$ cat src/rtl/sseg_pkg.sv
// ------------------------------------------------------------------
// sseg_pkg: glyph table, blank pattern and FSM encoding shared by the
// seven-segment encoder/decoder and the scan capture block. Rev 1.0
// ------------------------------------------------------------------
`default_nettype none

package sseg_pkg;

    typedef enum logic [1:0] {
        ST_IDLE   = 2'd0,
        ST_SETTLE = 2'd1,
        ST_HOLD   = 2'd2
    } state_t;

    // Active-low, bit0 = segment a .. bit6 = segment g; element n is hex digit n.
    localparam logic [15:0][6:0] c_GLYPHS = {
        7'h0E, 7'h06, 7'h21, 7'h46, 7'h03, 7'h08, 7'h10, 7'h00,
        7'h78, 7'h02, 7'h12, 7'h19, 7'h30, 7'h24, 7'h79, 7'h40
    };

    localparam logic [6:0] c_BLANK = 7'h7F;

    function automatic logic [6:0] hex2_7seg(input logic [3:0] hex);
        return c_GLYPHS[hex];
    endfunction

endpackage

`default_nettype wire

$ cat src/rtl/sseg2hex.sv
// ------------------------------------------------------------------
// sseg2hex: combinational decode of an active-low 7-segment pattern
// back to its hex value, flagging patterns outside the glyph table. Rev 1.0
// ------------------------------------------------------------------
`default_nettype none

module sseg2hex
    import sseg_pkg::*;
(
    input  logic [6:0] pattern_i,
    output logic [3:0] hex_o,
    output logic       legal_o
);

    always_comb begin
        hex_o   = 4'h0;
        legal_o = 1'b0;
        // The blank pattern is absent from the table, so it decodes as illegal.
        for (int i = 0; i < 16; i++) begin
            if (pattern_i == c_GLYPHS[i]) begin
                hex_o   = 4'(i);
                legal_o = 1'b1;
            end
        end
    end

endmodule

`default_nettype wire

$ cat src/rtl/sseg_scan_capture.sv
// ------------------------------------------------------------------
// sseg_scan_capture: samples a multiplexed 4-digit 7-segment display
// bus and recovers the hex value shown on each digit. Rev 1.0
// ------------------------------------------------------------------
`default_nettype none

module sseg_scan_capture
    import sseg_pkg::*;
#(
    parameter int SETTLE_CYCLES = 16
) (
    input  logic        clk_50MHz,
    input  logic        rst,
    input  logic [6:0]  sseg,
    input  logic [3:0]  anode,
    output logic [15:0] digits,
    output logic [3:0]  valid,
    output logic        frame_done,
    output logic        seg_err
);

    localparam int              c_CW     = $clog2(SETTLE_CYCLES + 1);
    localparam logic [c_CW-1:0] c_SETTLE = c_CW'(SETTLE_CYCLES);

    logic [6:0]      sseg_meta_q, sseg_sync_q;
    logic [3:0]      anode_meta_q, anode_sync_q;

    state_t          state_q, state_d;
    logic [c_CW-1:0] cnt_q, cnt_d;
    logic [3:0]      lat_anode_q, lat_anode_d;
    logic [6:0]      lat_sseg_q, lat_sseg_d;
    logic [1:0]      idx_q, idx_d;

    logic [15:0]     digits_q, digits_d;
    logic [3:0]      valid_q, valid_d;
    logic [3:0]      mask_q, mask_d;
    logic            frame_q, err_q, err_d;

    logic            w_onehot, w_changed, w_start, w_capture, w_legal;
    logic [1:0]      w_idx;
    logic [3:0]      w_hex;

    always_ff @(posedge clk_50MHz or posedge rst) begin
        if (rst) begin
            sseg_meta_q  <= '1;
            sseg_sync_q  <= '1;
            anode_meta_q <= '1;
            anode_sync_q <= '1;
        end else begin
            sseg_meta_q  <= sseg;
            sseg_sync_q  <= sseg_meta_q;
            anode_meta_q <= anode;
            anode_sync_q <= anode_meta_q;
        end
    end

    always_comb begin
        w_onehot = 1'b1;
        w_idx    = 2'd0;
        case (anode_sync_q)
            4'b1110: w_idx = 2'd0;
            4'b1101: w_idx = 2'd1;
            4'b1011: w_idx = 2'd2;
            4'b0111: w_idx = 2'd3;
            default: w_onehot = 1'b0;
        endcase
    end

    assign w_changed = (anode_sync_q != lat_anode_q) || (sseg_sync_q != lat_sseg_q);

    always_comb begin
        state_d     = state_q;
        cnt_d       = cnt_q;
        lat_anode_d = lat_anode_q;
        lat_sseg_d  = lat_sseg_q;
        idx_d       = idx_q;
        w_start     = 1'b0;

        case (state_q)
            ST_IDLE: begin
                w_start = w_onehot;
            end
            ST_SETTLE, ST_HOLD: begin
                if (w_changed) begin
                    if (w_onehot) begin
                        w_start = 1'b1;
                    end else begin
                        state_d = ST_IDLE;
                        cnt_d   = '0;
                    end
                end else if (state_q == ST_SETTLE && cnt_q != c_SETTLE) begin
                    cnt_d = cnt_q + c_CW'(1);
                end
            end
            default: begin
                state_d = ST_IDLE;
                cnt_d   = '0;
            end
        endcase

        if (w_start) begin
            state_d     = ST_SETTLE;
            cnt_d       = c_CW'(1);
            lat_anode_d = anode_sync_q;
            lat_sseg_d  = sseg_sync_q;
            idx_d       = w_idx;
        end

        // Capture on the edge where the count reaches its target, then park in HOLD.
        w_capture = (state_d == ST_SETTLE) && (cnt_d == c_SETTLE);
        if (w_capture) begin
            state_d = ST_HOLD;
        end
    end

    sseg2hex u_sseg2hex (
        .pattern_i (lat_sseg_d),
        .hex_o     (w_hex),
        .legal_o   (w_legal)
    );

    always_comb begin
        digits_d = digits_q;
        valid_d  = valid_q;
        err_d    = 1'b0;
        mask_d   = (mask_q == 4'hF) ? 4'h0 : mask_q;
        if (w_capture) begin
            if (w_legal) begin
                digits_d[4*idx_d +: 4] = w_hex;
                valid_d[idx_d]         = 1'b1;
                mask_d[idx_d]          = 1'b1;
            end else begin
                err_d = 1'b1;
            end
        end
    end

    always_ff @(posedge clk_50MHz or posedge rst) begin
        if (rst) begin
            state_q     <= ST_IDLE;
            cnt_q       <= '0;
            lat_anode_q <= '1;
            lat_sseg_q  <= '1;
            idx_q       <= 2'd0;
            digits_q    <= 16'h0000;
            valid_q     <= 4'h0;
            mask_q      <= 4'h0;
            frame_q     <= 1'b0;
            err_q       <= 1'b0;
        end else begin
            state_q     <= state_d;
            cnt_q       <= cnt_d;
            lat_anode_q <= lat_anode_d;
            lat_sseg_q  <= lat_sseg_d;
            idx_q       <= idx_d;
            digits_q    <= digits_d;
            valid_q     <= valid_d;
            mask_q      <= mask_d;
            frame_q     <= (mask_q == 4'hF);
            err_q       <= err_d;
        end
    end

    assign digits     = digits_q;
    assign valid      = valid_q;
    assign frame_done = frame_q;
    assign seg_err    = err_q;

endmodule

`default_nettype wire

$ cat config.mk
export PLATFORM = sky130hd
export DESIGN_NAME = sseg_scan_capture
export DESIGN_NICKNAME = d
export VERILOG_FILES = /design/src/rtl/sseg_pkg.sv /design/src/rtl/sseg2hex.sv /design/src/rtl/sseg_scan_capture.sv
export SDC_FILE = /design/constraint.sdc
export NUM_CORES = 1
export LEC_CHECK = 0
export BUFFER_PORTS_ARGS = -buffer_cell sky130_fd_sc_hd__buf_2
export CORE_MARGIN = 3
export CORE_UTILIZATION = 50
export DETAILED_ROUTE_END_ITERATION = 6
export HOLD_SLACK_MARGIN = 0.03
export PLACE_DENSITY = 0.71
export SYNTH_ARGS = -nofsm -noshare
export SYNTH_HDL_FRONTEND = slang
export SYNTH_HIERARCHICAL = 1
export SYNTH_SLANG_ARGS = --single-unit
$ cat constraint.sdc
create_clock -name clk_50MHz -period 10.75 [get_ports clk_50MHz]
set_input_delay 1.6125 -clock clk_50MHz [delete_from_list [all_inputs] [get_ports clk_50MHz]]
set_output_delay 1.6125 -clock clk_50MHz [all_outputs]
set_load 0.05 [all_outputs]
==> results.py, run 1 <==
metrics = {
    "run_status": {
        "outcome": "completed",
    },
    "floorplan": {
        "start_util": 0.529,
        "ios": 35,
        "die_x_um": 89.1,
        "core_area_um2": 6530,
        "die_height_um": 89.1,
        "die_area_um2": 7940,
        "fp-row-count": 29,
    },
    "worst_setup_path": {
        "crit_fanout": 14,
        "critPathTopFamily": "simple AND/OR/NAND/NOR gates",
        "crit_required_ns": 10.97,
        "cp_data_arrival_time_ns": 5.00,
        "critical_path.max_stage_delay_ns": 0.60,
        "slowest_stage": "dfstp_2",
        "crit_buf_inv": 0,
        "cp-start-kind": "flop",
        "critPathKind": "flop to flop",
        "cp-end-kind": "flop",
        "path_cells": "xnor2_1 > o211ai_2 > nand2_1 > nor3_1 > a21o_1 > mux2_2 > or2_0 > or4_1 > a31o_1 > nand4_1 > nand2_1 > nor4_4 > mux2_2",
    },
    "sta": {
        "tightest_slew_ns": 0.825,
        "max_freq_mhz": 209,
        "setup_viol": 0,
        "skew_ns": 0.00736,
        "rsz0062_at_grt": "no",
        "fin_ws_ns": 5.97,
        "fin_crit_sh": 0.445,
        "finalCriticalPeriod_ns": 4.78,
        "drv_slew": 0,
        "setup_tns_ns": 0,
        "slew_headroom": 0.443,
        "hold_violations": 0,
    },
    "synth": {
        "synth-main-ff-cell": "dfrtp_1",
        "synth_cell_types": 57,
        "syn_avg_cell_area_um2": 11.9,
        "synth_area_um2": 3450,
        "synth_edf_count": 0,
        "synthCells": 290,
        "ys_seq_elements": 68,
        "synthesis.nets": 315,
        "synth-async-reset-ratio": 1.00,
        "yosys_warnings": 6,
        "ys_seq_area_frac": 0.505,
    },
    "placed_design": {
        "io_buffers": 34,
        "dpl.hpwl_um": 4320,
        "gp_congestion": 0.860,
        "placed_area_um2": 3670,
        "place_ws_ns": 6.01,
    },
    "grt": {
        "grt_pass1_vias": 2282,
        "grt_overflow": 0,
        "grt_max_degree": 69,
        "grt_pass1_wl_um": 10900,
        "antenna_found_initial": 0,
        "track_usage": 0.178,
    },
    "clocking": {
        "cts_resized": 0,
        "cts.sinks": 68,
        "cts_hold_buffers": 0,
        "path_clk_slew_ns": 0.07,
        "insertion_delay_ns": 0.34,
        "cts_setup_buffers": 0,
        "cts_tree": "done",
        "cts_buffers": 9,
        "cts_root_buf": "clkbuf_8",
        "htree_levels": 3,
        "clockBufferDepth": 2,
    },
    "drt": {
        "viasPerCell": 5.73,
        "dr.pass1.iters": 4,
        "drc": 0,
        "routedWlPerCell_um": 15.5,
        "vias": 2332,
        "ant_nets": 0,
        "drt_iter0_drc": 91,
        "wl_um": 6310,
    },
    "job": {
        "maxCapViolCount": 0,
    },
    "finish": {
        "final_area_um2": 3850,
        "nets": 350,
        "final_common_cell": "dfrtp_1",
        "antenna_cells": 0,
        "syn_to_final_growth_pct": 11.4,
        "layout-drive-gt1-share": 0.400,
        "final_cell_mix": "dfrtp_1 (35), buf_2 (34), dfstp_2 (33)",
    },
    "power": {
        "power_leakage_nw": 1.81,
        "ir_drop_v": 0.000128,
        "p_per_area_nw_per_um2": 212,
    },
    "hold_path": {
        "hold_class": "flop to flop",
    },
}
## Yosys cell counts (all sizes together) (10+ instances only)
| master | instances | area share |
|---|---|---|
| xor2 | 12 | 0.030 |
| dfrtp | 35 | 0.25 |
| nor4 | 10 | 0.039 |
| a21oi | 13 | 0.020 |
| and3 | 12 | 0.022 |
| dfstp | 33 | 0.25 |
| nand2 | 21 | 0.023 |
| ha | 12 | 0.043 |
| inv | 12 | 0.013 |
| mux2 | 28 | 0.091 |
| nor2 | 12 | 0.013 |
## flip-flops by register name, indices dropped and copies added, names as in the netlist
signal / count
lat_anode_q: 4
lat_sseg_q: 7
valid: 4
digits: 16
sseg_sync_q: 7
anode_sync_q: 4
cnt_q: 5
state_q: 2
mask_q: 4
seg_err: 1
anode_meta_q: 4
frame_done: 1
idx_q: 2
sseg_meta_q: 7
## stage by stage
| step | hold slack [ns] | total power [mW] | util | std cells |
|---|---|---|---|---|
| floorplan | 0.345 | 0.576 | - | 290 |
| global placement | 0.346 | 0.623 | 0.562 | 391 |
| detailed placement | 0.347 | 0.629 | 0.562 | 391 |
| CTS | 0.357 | 0.820 | 0.589 | 407 |
| global route | 0.360 | 0.869 | 0.589 | 407 |
| finish | 0.356 | 0.815 | 0.589 | 407 |
## routing by layer
layer,vias to the layer above,global-route usage,wire length (um)
met1,1161,0.241,2930
met4,0,0.0609,60
met3,5,0.0433,205
met5,-,0,0
met2,42,0.281,3110
li1,1124,-,-
## where the power goes
group / internal (mW) / switching, mW
Combinational: 0.109 / 0.191
Sequential: 0.306 / 0.0232
Clock: 0.0905 / 0.0953
## path summary, 6_finish.rpt
path                                      start        endpoint  slack [ns]  depth (start not counted)
worst max-delay path            anode_sync_q[1]      digits[12]        5.97                         13
worst min-delay path             sseg_meta_q[3]  sseg_sync_q[3]        0.36                          0
worst max register to register  anode_sync_q[1]      digits[12]        5.97                         13
worst min register to register   sseg_meta_q[3]  sseg_sync_q[3]        0.36                          0
max in group asynchronous                   rst        idx_q[1]        8.70                          3
min in group asynchronous                   rst       digits[4]        1.51                          3
## final cells by class
class	instances	area, um2
clock inverter	5	36.3
tap	77	96.3
clock buffer	11	141
multi-input combinational	198	1600
sequential	68	1740
fill	550	2680
inverter	12	45.0
timing repair buffer	36	185
## kinds of logic (layout without fill, tap and decap cells)
family | count (synthesis) | in the layout | share of synthesized area
simple gates | 97 | 97 | 0.192
flops | 68 | 68 | 0.505
compound gates | 45 | 45 | 0.0960
mux | 30 | 30 | 0.0971
buf+inv | 24 | 64 | 0.0319
xor+xnor | 14 | 14 | 0.0355
fa+ha+maj | 12 | 12 | 0.0435
No activity file was read; power rests on OpenSTA's default activity.
==> run 2: changes to the inputs <==
- ABC_AREA: not set -> 1
- PLACE_DENSITY: 0.71 -> 0.74
- clock period: 10.75 -> 4.1 ns (I/O delays scaled with it)
==> run 2 against run 1 <==
  * Die area grew 4.7%
  * Power rose to 2.7 times the previous value
  * Core utilization rose by 0.058 points
  * Combinational power rose to 2.7 times the previous value
  * Worst setup slack got worse by 5.5 ns
  * Cell count up 49%
  * First-iteration DRC count grew 110%
  * Fmax grew 33%
  * Critical path depth rose by 6
  * Sequential power rose to 2.6 times the previous value
  * Global-route usage up 1.2 points
  * Synthesized area rose by 5.0%
  * Critical path type unchanged
  * Highest routed layer unchanged
==> results.py, run 2 <==
metrics = {
    "sta": {
        "setup_viol": 0,
        "rsz0062_at_grt": "no",
        "finalCriticalPeriod_ns": 3.59,
        "tightest_slew_ns": 0.980,
        "slew_headroom": 0.346,
        "max_freq_mhz": 278,
        "drv_slew": 0,
        "skew_ns": 0.0138,
        "setup_tns_ns": 0,
        "hold_violations": 0,
        "fin_crit_sh": 0.876,
    },
    "placed_design": {
        "io_buffers": 34,
        "gp_congestion": 0.890,
        "placed_area_um2": 3900,
        "dpl.hpwl_um": 5280,
    },
    "drt": {
        "vias": 3051,
        "drc": 0,
        "ant_nets": 0,
        "dr.pass1.iters": 5,
        "drt_iter0_drc": 193,
        "routedWlPerCell_um": 11.9,
        "viasPerCell": 5.04,
        "wl_um": 7210,
    },
    "grt": {
        "grt_use_met1": 0.262,
        "grt_overflow": 0,
        "antenna_found_initial": 0,
        "met2_usage": 0.289,
        "grt_pass1_wl_um": 12800,
        "track_usage": 0.189,
        "grt_max_degree": 51,
        "use_met3": 0.0431,
        "grt_pass1_vias": 2868,
        "top_usage_layer": "met2",
    },
    "clocking": {
        "clockBufferDepth": 2,
        "cts_buffers": 9,
        "cts_root_buf": "clkbuf_8",
        "cts_tree": "done",
        "cts.sinks": 68,
        "insertion_delay_ns": 0.35,
        "htree_levels": 3,
        "path_clk_slew_ns": 0.07,
        "cts_setup_buffers": 0,
    },
    "worst_setup_path": {
        "r2r_end": "digits[2]",
        "r2r_start": "anode_sync_q[2]",
        "cp-start-kind": "flop",
        "worstSetupStartpoint": "anode_sync_q[2]",
        "ff2ff_path_depth": 19,
        "critPathKind": "flop to flop",
        "cp-end-kind": "flop",
        "ff2ff_setup_slack_ns": 0.51,
        "crit_fanout": 26,
        "cp_data_arrival_time_ns": 3.82,
        "crit_required_ns": 4.33,
    },
    "finish": {
        "antenna_cells": 0,
        "nets": 529,
        "largest_register_ffs": 16,
        "fillers": 634,
        "syn_to_final_growth_pct": 12.3,
        "layout.core_utilization": 0.590,
        "final_common_cell": "nand2_1",
        "final_area_um2": 4070,
        "final_cell_mix": "nand2_1 (165), inv_1 (57), dfrtp_1 (35)",
        "layout-drive-gt1-share": 0.204,
    },
    "job": {
        "maxCapViolCount": 0,
    },
    "synth": {
        "synth_area_um2": 3630,
        "syn_avg_cell_area_um2": 7.80,
        "yosysTopAreaCellShare": 0.241,
        "synth_edf_count": 0,
        "yosys_warnings": 6,
        "synthTopCellsByCount": "nand2_1 (166), inv_1 (58), dfrtp_1 (35)",
        "synth-main-ff-cell": "dfrtp_1",
        "synth-async-reset-ratio": 1.00,
        "yosys.area.top_type": "dfrtp_1",
        "synthCells": 465,
        "ys_seq_elements": 68,
        "synth.area.top_cells": "dfrtp_1 (24%), dfstp_2 (24%), nand2_1 (17%)",
        "yosysMostFrequentCell": "nand2_1",
        "synth_cell_types": 34,
        "synthesis.nets": 490,
        "ys_seq_area_frac": 0.481,
    },
    "power": {
        "power_frac_seq": 0.398,
        "p_per_area_nw_per_um2": 532,
        "pwr-share-clk": 0.223,
        "p_sw_frac": 0.416,
        "combPwrFrac": 0.379,
        "ir_drop_v": 0.000348,
        "power_leakage_nw": 2.18,
        "internal_power_mw": 1.26,
        "p_sw_mw": 0.902,
    },
    "hold_path": {
        "worstHoldStart": "sseg_meta_q[5]",
        "min_to": "sseg_sync_q[5]",
        "hold_depth": 0,
        "hold_class": "flop to flop",
    },
    "floorplan": {
        "core_area_um2": 6910,
        "die_area_um2": 8310,
        "fp-row-count": 30,
        "die_x_um": 91.2,
        "start_util": 0.525,
        "ios": 35,
        "die_height_um": 91.2,
    },
    "run_status": {
        "outcome": "completed",
    },
}
run 2: routing by layer:
metal / vias up / part of all wire
met3: 10 / 0.054
met2: 105 / 0.46
li1: 1547 / -
met4: 0 / 0.014
met1: 1389 / 0.48
met5: - / 0
run 2: layout make-up:
type / count / area, um2 / share of cell area
flip-flops and latches: 68 / 1740 / 0.428
well taps: 96 / 120 / 0.0295
inverters: 62 / 233 / 0.0571
clock inverters: 4 / 25.0 / 0.00614
clock buffers: 12 / 145 / 0.0356
multi-input cells: 326 / 1620 / 0.396
repair buffers: 37 / 193 / 0.0473
run 2: worst max-delay path, cell delays in order, from the launching register on:
cell,delay (ns)
dfstp_2,0.56
xnor2_1,0.12
nand2_1,0.10
nor2_4,0.21
nand3_4,0.15
nand2_1,0.10
nand2_1,0.09
nand2_4,0.22
nand2_1,0.07
o21ai_1,0.27
nand2_1,0.19
nor2_1,0.21
nand2_1,0.08
and2_1,0.14
nand2_1,0.08
nor3_1,0.05
nand2_2,0.32
nand4_1,0.31
nand2_1,0.13
nand2_1,0.07
run 2: logic make-up after synthesis:
family	synth area share
xor gates and xnor gates	0.0121
AOI/OAI and AO/OA	0.0442
buffers and inverters	0.0762
adders and majority gates	0.0414
DFF	0.481
and+or+nand+nor	0.346
run 2: worst max path at each step:
stage | slack (ns) | cells after the start | endpoint
after detailed placement | 0.05 | 18 | digits[2]
final | 0.51 | 19 | digits[2]
after floorplan | 0.83 | 21 | digits[12]
after global routing | 0.08 | 18 | digits[2]
after global placement | 0.23 | 18 | digits[0]
after CTS | 0.04 | 18 | digits[2]
run 2: what timing repair did:
item,4_1_cts,5_1_grt
endpoints found under the hold margin,0,0
endpoints found under the setup margin,0,25
resized for setup,0,6
hold buffers,0,0
run 2: power groups by stage:
stage / combinational, mW / clock, mW / sequential (mW)
6_report: 0.820 / 0.484 / 0.862
5_1_grt: 0.934 / 0.533 / 0.874
2_1_floorplan: 0.646 / 0 / 0.858
4_1_cts: 0.794 / 0.503 / 0.863
3_3_place_gp: 0.767 / 0 / 0.870
3_5_place_dp: 0.789 / 0 / 0.874
run 2: through the flow:
step	instances	hold WS [ns]	total power, mW	setup WS (ns)
after global placement	589	0.346	1.64	0.230
after CTS	605	0.344	2.16	0.0384
final	605	0.357	2.17	0.509
after global routing	605	0.343	2.34	0.0821
after floorplan	465	0.345	1.50	0.830
after detailed placement	589	0.347	1.66	0.0469
==> run 3: changes to the inputs <==
- RECOVER_POWER: not set -> 100
==> run 3 against run 2 <==
  * The flow now finishes with violations (capacitance limit, slew limit)
  * Power fell by 0.72%
  * Combinational power shrank 2%
  * Non-clock buffer count is the same
  * Wire length increased by 1.2%
  * Cell count unchanged
  * Global-route usage unchanged
  * Sequential power hardly changed
  * Critical path type unchanged
  * Highest routed layer unchanged
==> results.py, run 3 (synthesis gave the netlist of run 2 again) <==
metrics = {
    "run_status": {
        "outcome": "finished with violations",
        "violations": "capacitance limit, slew limit",
    },
    "worst_setup_path": {
        "r2r_end": "seg_err",
        "r2r_start": "anode_sync_q[2]",
        "critPathKind": "flop to flop",
        "crit_required_ns": 4.31,
        "cp-start-kind": "flop",
        "cp_data_arrival_time_ns": 3.83,
        "worstSetupStartpoint": "anode_sync_q[2]",
        "crit_fanout": 26,
        "endpoint": "seg_err",
        "cp-end-kind": "flop",
        "ff2ff_path_depth": 18,
        "ff2ff_setup_slack_ns": 0.48,
    },
    "power": {
        "internal_power_mw": 1.26,
        "p_sw_mw": 0.894,
        "p_total_mw": 2.15,
        "ir_drop_v": 0.000348,
        "combPwrFrac": 0.374,
        "p_sw_frac": 0.416,
        "p_per_area_nw_per_um2": 535,
        "power_frac_seq": 0.401,
        "power_leakage_nw": 2.07,
        "pwr-share-clk": 0.225,
    },
    "hold_path": {
        "hold_class": "flop to flop",
        "hold_depth": 0,
        "worstHoldStart": "sseg_meta_q[5]",
    },
    "finish": {
        "final_common_cell": "nand2_1",
        "fillers": 653,
        "nets": 529,
        "layout.cells.non_filler": 605,
        "largest_register_ffs": 16,
        "layout-drive-gt1-share": 0.141,
        "syn_to_final_growth_pct": 10.9,
        "layout.core_utilization": 0.582,
        "final_cell_mix": "nand2_1 (167), inv_1 (58), dfrtp_1 (35)",
        "antenna_cells": 0,
    },
    "drt": {
        "vias": 3041,
        "drc": 0,
        "ant_nets": 0,
        "wl_um": 7290,
        "viasPerCell": 5.03,
        "routedWlPerCell_um": 12.0,
        "drt_iter0_drc": 204,
        "dr.pass1.iters": 5,
    },
    "clocking": {
        "clockBufferDepth": 2,
        "cts.sinks": 68,
        "insertion_delay_ns": 0.35,
        "cts_hold_buffers": 0,
        "cts_tree": "done",
        "htree_levels": 3,
        "cts_root_buf": "clkbuf_8",
        "path_clk_slew_ns": 0.07,
        "cts_buffers": 9,
    },
    "grt": {
        "track_usage": 0.189,
        "grt_overflow": 0,
        "antenna_found_initial": 0,
        "grt_pass1_vias": 2868,
        "grt_max_degree": 51,
        "grt_pass1_wl_um": 12800,
    },
    "floorplan": {
        "die_height_um": 91.2,
        "fp-row-count": 30,
        "core_area_um2": 6910,
        "die_x_um": 91.2,
        "die_area_um2": 8310,
        "start_util": 0.525,
        "ios": 35,
    },
    "sta": {
        "setup_tns_ns": 0,
        "tightest_slew_ns": 1.79,
        "max_freq_mhz": 277,
        "hold_violations": 0,
        "fin_crit_sh": 0.882,
        "setup_viol": 0,
        "rsz0062_at_grt": "no",
        "skew_ns": 0.0138,
        "finalCriticalPeriod_ns": 3.62,
        "drv_slew": 51,
        "slew_headroom": -0.193,
    },
    "placed_design": {
        "dpl.hpwl_um": 5280,
        "io_buffers": 34,
        "placed_cells": 589,
        "gp_congestion": 0.890,
    },
    "job": {
        "maxCapViolCount": 1,
    },
}
-- run 3: layout make-up --
type                       count  area (um2)  share of cell area
timing repair buffer          37         154              0.0383
sequential                    68        1740               0.433
inverter                      62         233              0.0579
multi-input combinational    326        1600               0.398
tap                           96         120              0.0299
clock buffer                  12         145              0.0361
clock inverter                 4        25.0             0.00622
-- run 3: per-layer routing --
metal  global-route usage  up-vias  part of all wire  wire length (um)
met5                    0        -                 0                 0
met3               0.0431       10             0.046               332
li1                     -     1546                 -                 -
met1                0.262     1395              0.48              3530
met4               0.0729        0             0.014               102
met2                0.289       90              0.46              3320
-- run 3: worst max-delay path, cell delays in order, from the launching register on --
cell	delay (ns)
dfstp_1	0.58
xnor2_1	0.13
nand2_1	0.10
nor2_4	0.21
nand3_4	0.15
nand2_1	0.10
nand2_1	0.09
nand2_4	0.21
nand2_1	0.07
o21ai_1	0.20
inv_1	0.14
nand3_1	0.18
inv_1	0.11
nand2_1	0.07
and2_0	0.14
nand2_1	0.07
nor3_1	0.19
nand2_2	0.28
nor4_1	0.44
-- run 3: what timing repair did --
| item | 4_1_cts | 5_1_grt |
|---|---|---|
| hold endpoints to repair | 0 | 0 |
| gates resized for setup | 0 | 6 |
| setup endpoints to repair | 0 | 25 |
| buffers inserted | 0 | 0 |
-- run 3: stage by stage --
step                      setup WS, ns  hold WS (ns)  area (um2)
final                            0.484         0.357        4020
after global routing            0.0424         0.343        4020
after global placement           0.230         0.346        3900
after detailed placement        0.0469         0.347        3900
after floorplan                  0.830         0.345        3630
after CTS                       0.0384         0.344        4070
-- run 3: worst min-delay path by stage --
stage / endpoint / slack [ns]
6_report: sseg_sync_q[5] / 0.36
3_3_place_gp: sseg_sync_q[6] / 0.35
3_5_place_dp: sseg_sync_q[5] / 0.35
4_1_cts: sseg_meta_q[1] / 0.34
2_1_floorplan: anode_sync_q[0] / 0.35
5_1_grt: anode_meta_q[2] / 0.34
-- run 3: power by group through the flow --
| stage | sequential, mW | combinational [mW] | clock (mW) |
|---|---|---|---|
| detailed placement | 0.874 | 0.789 | 0 |
| CTS | 0.863 | 0.794 | 0.503 |
| finish | 0.862 | 0.804 | 0.484 |
| global route | 0.873 | 0.918 | 0.533 |
| floorplan | 0.858 | 0.646 | 0 |
| global placement | 0.870 | 0.767 | 0 |
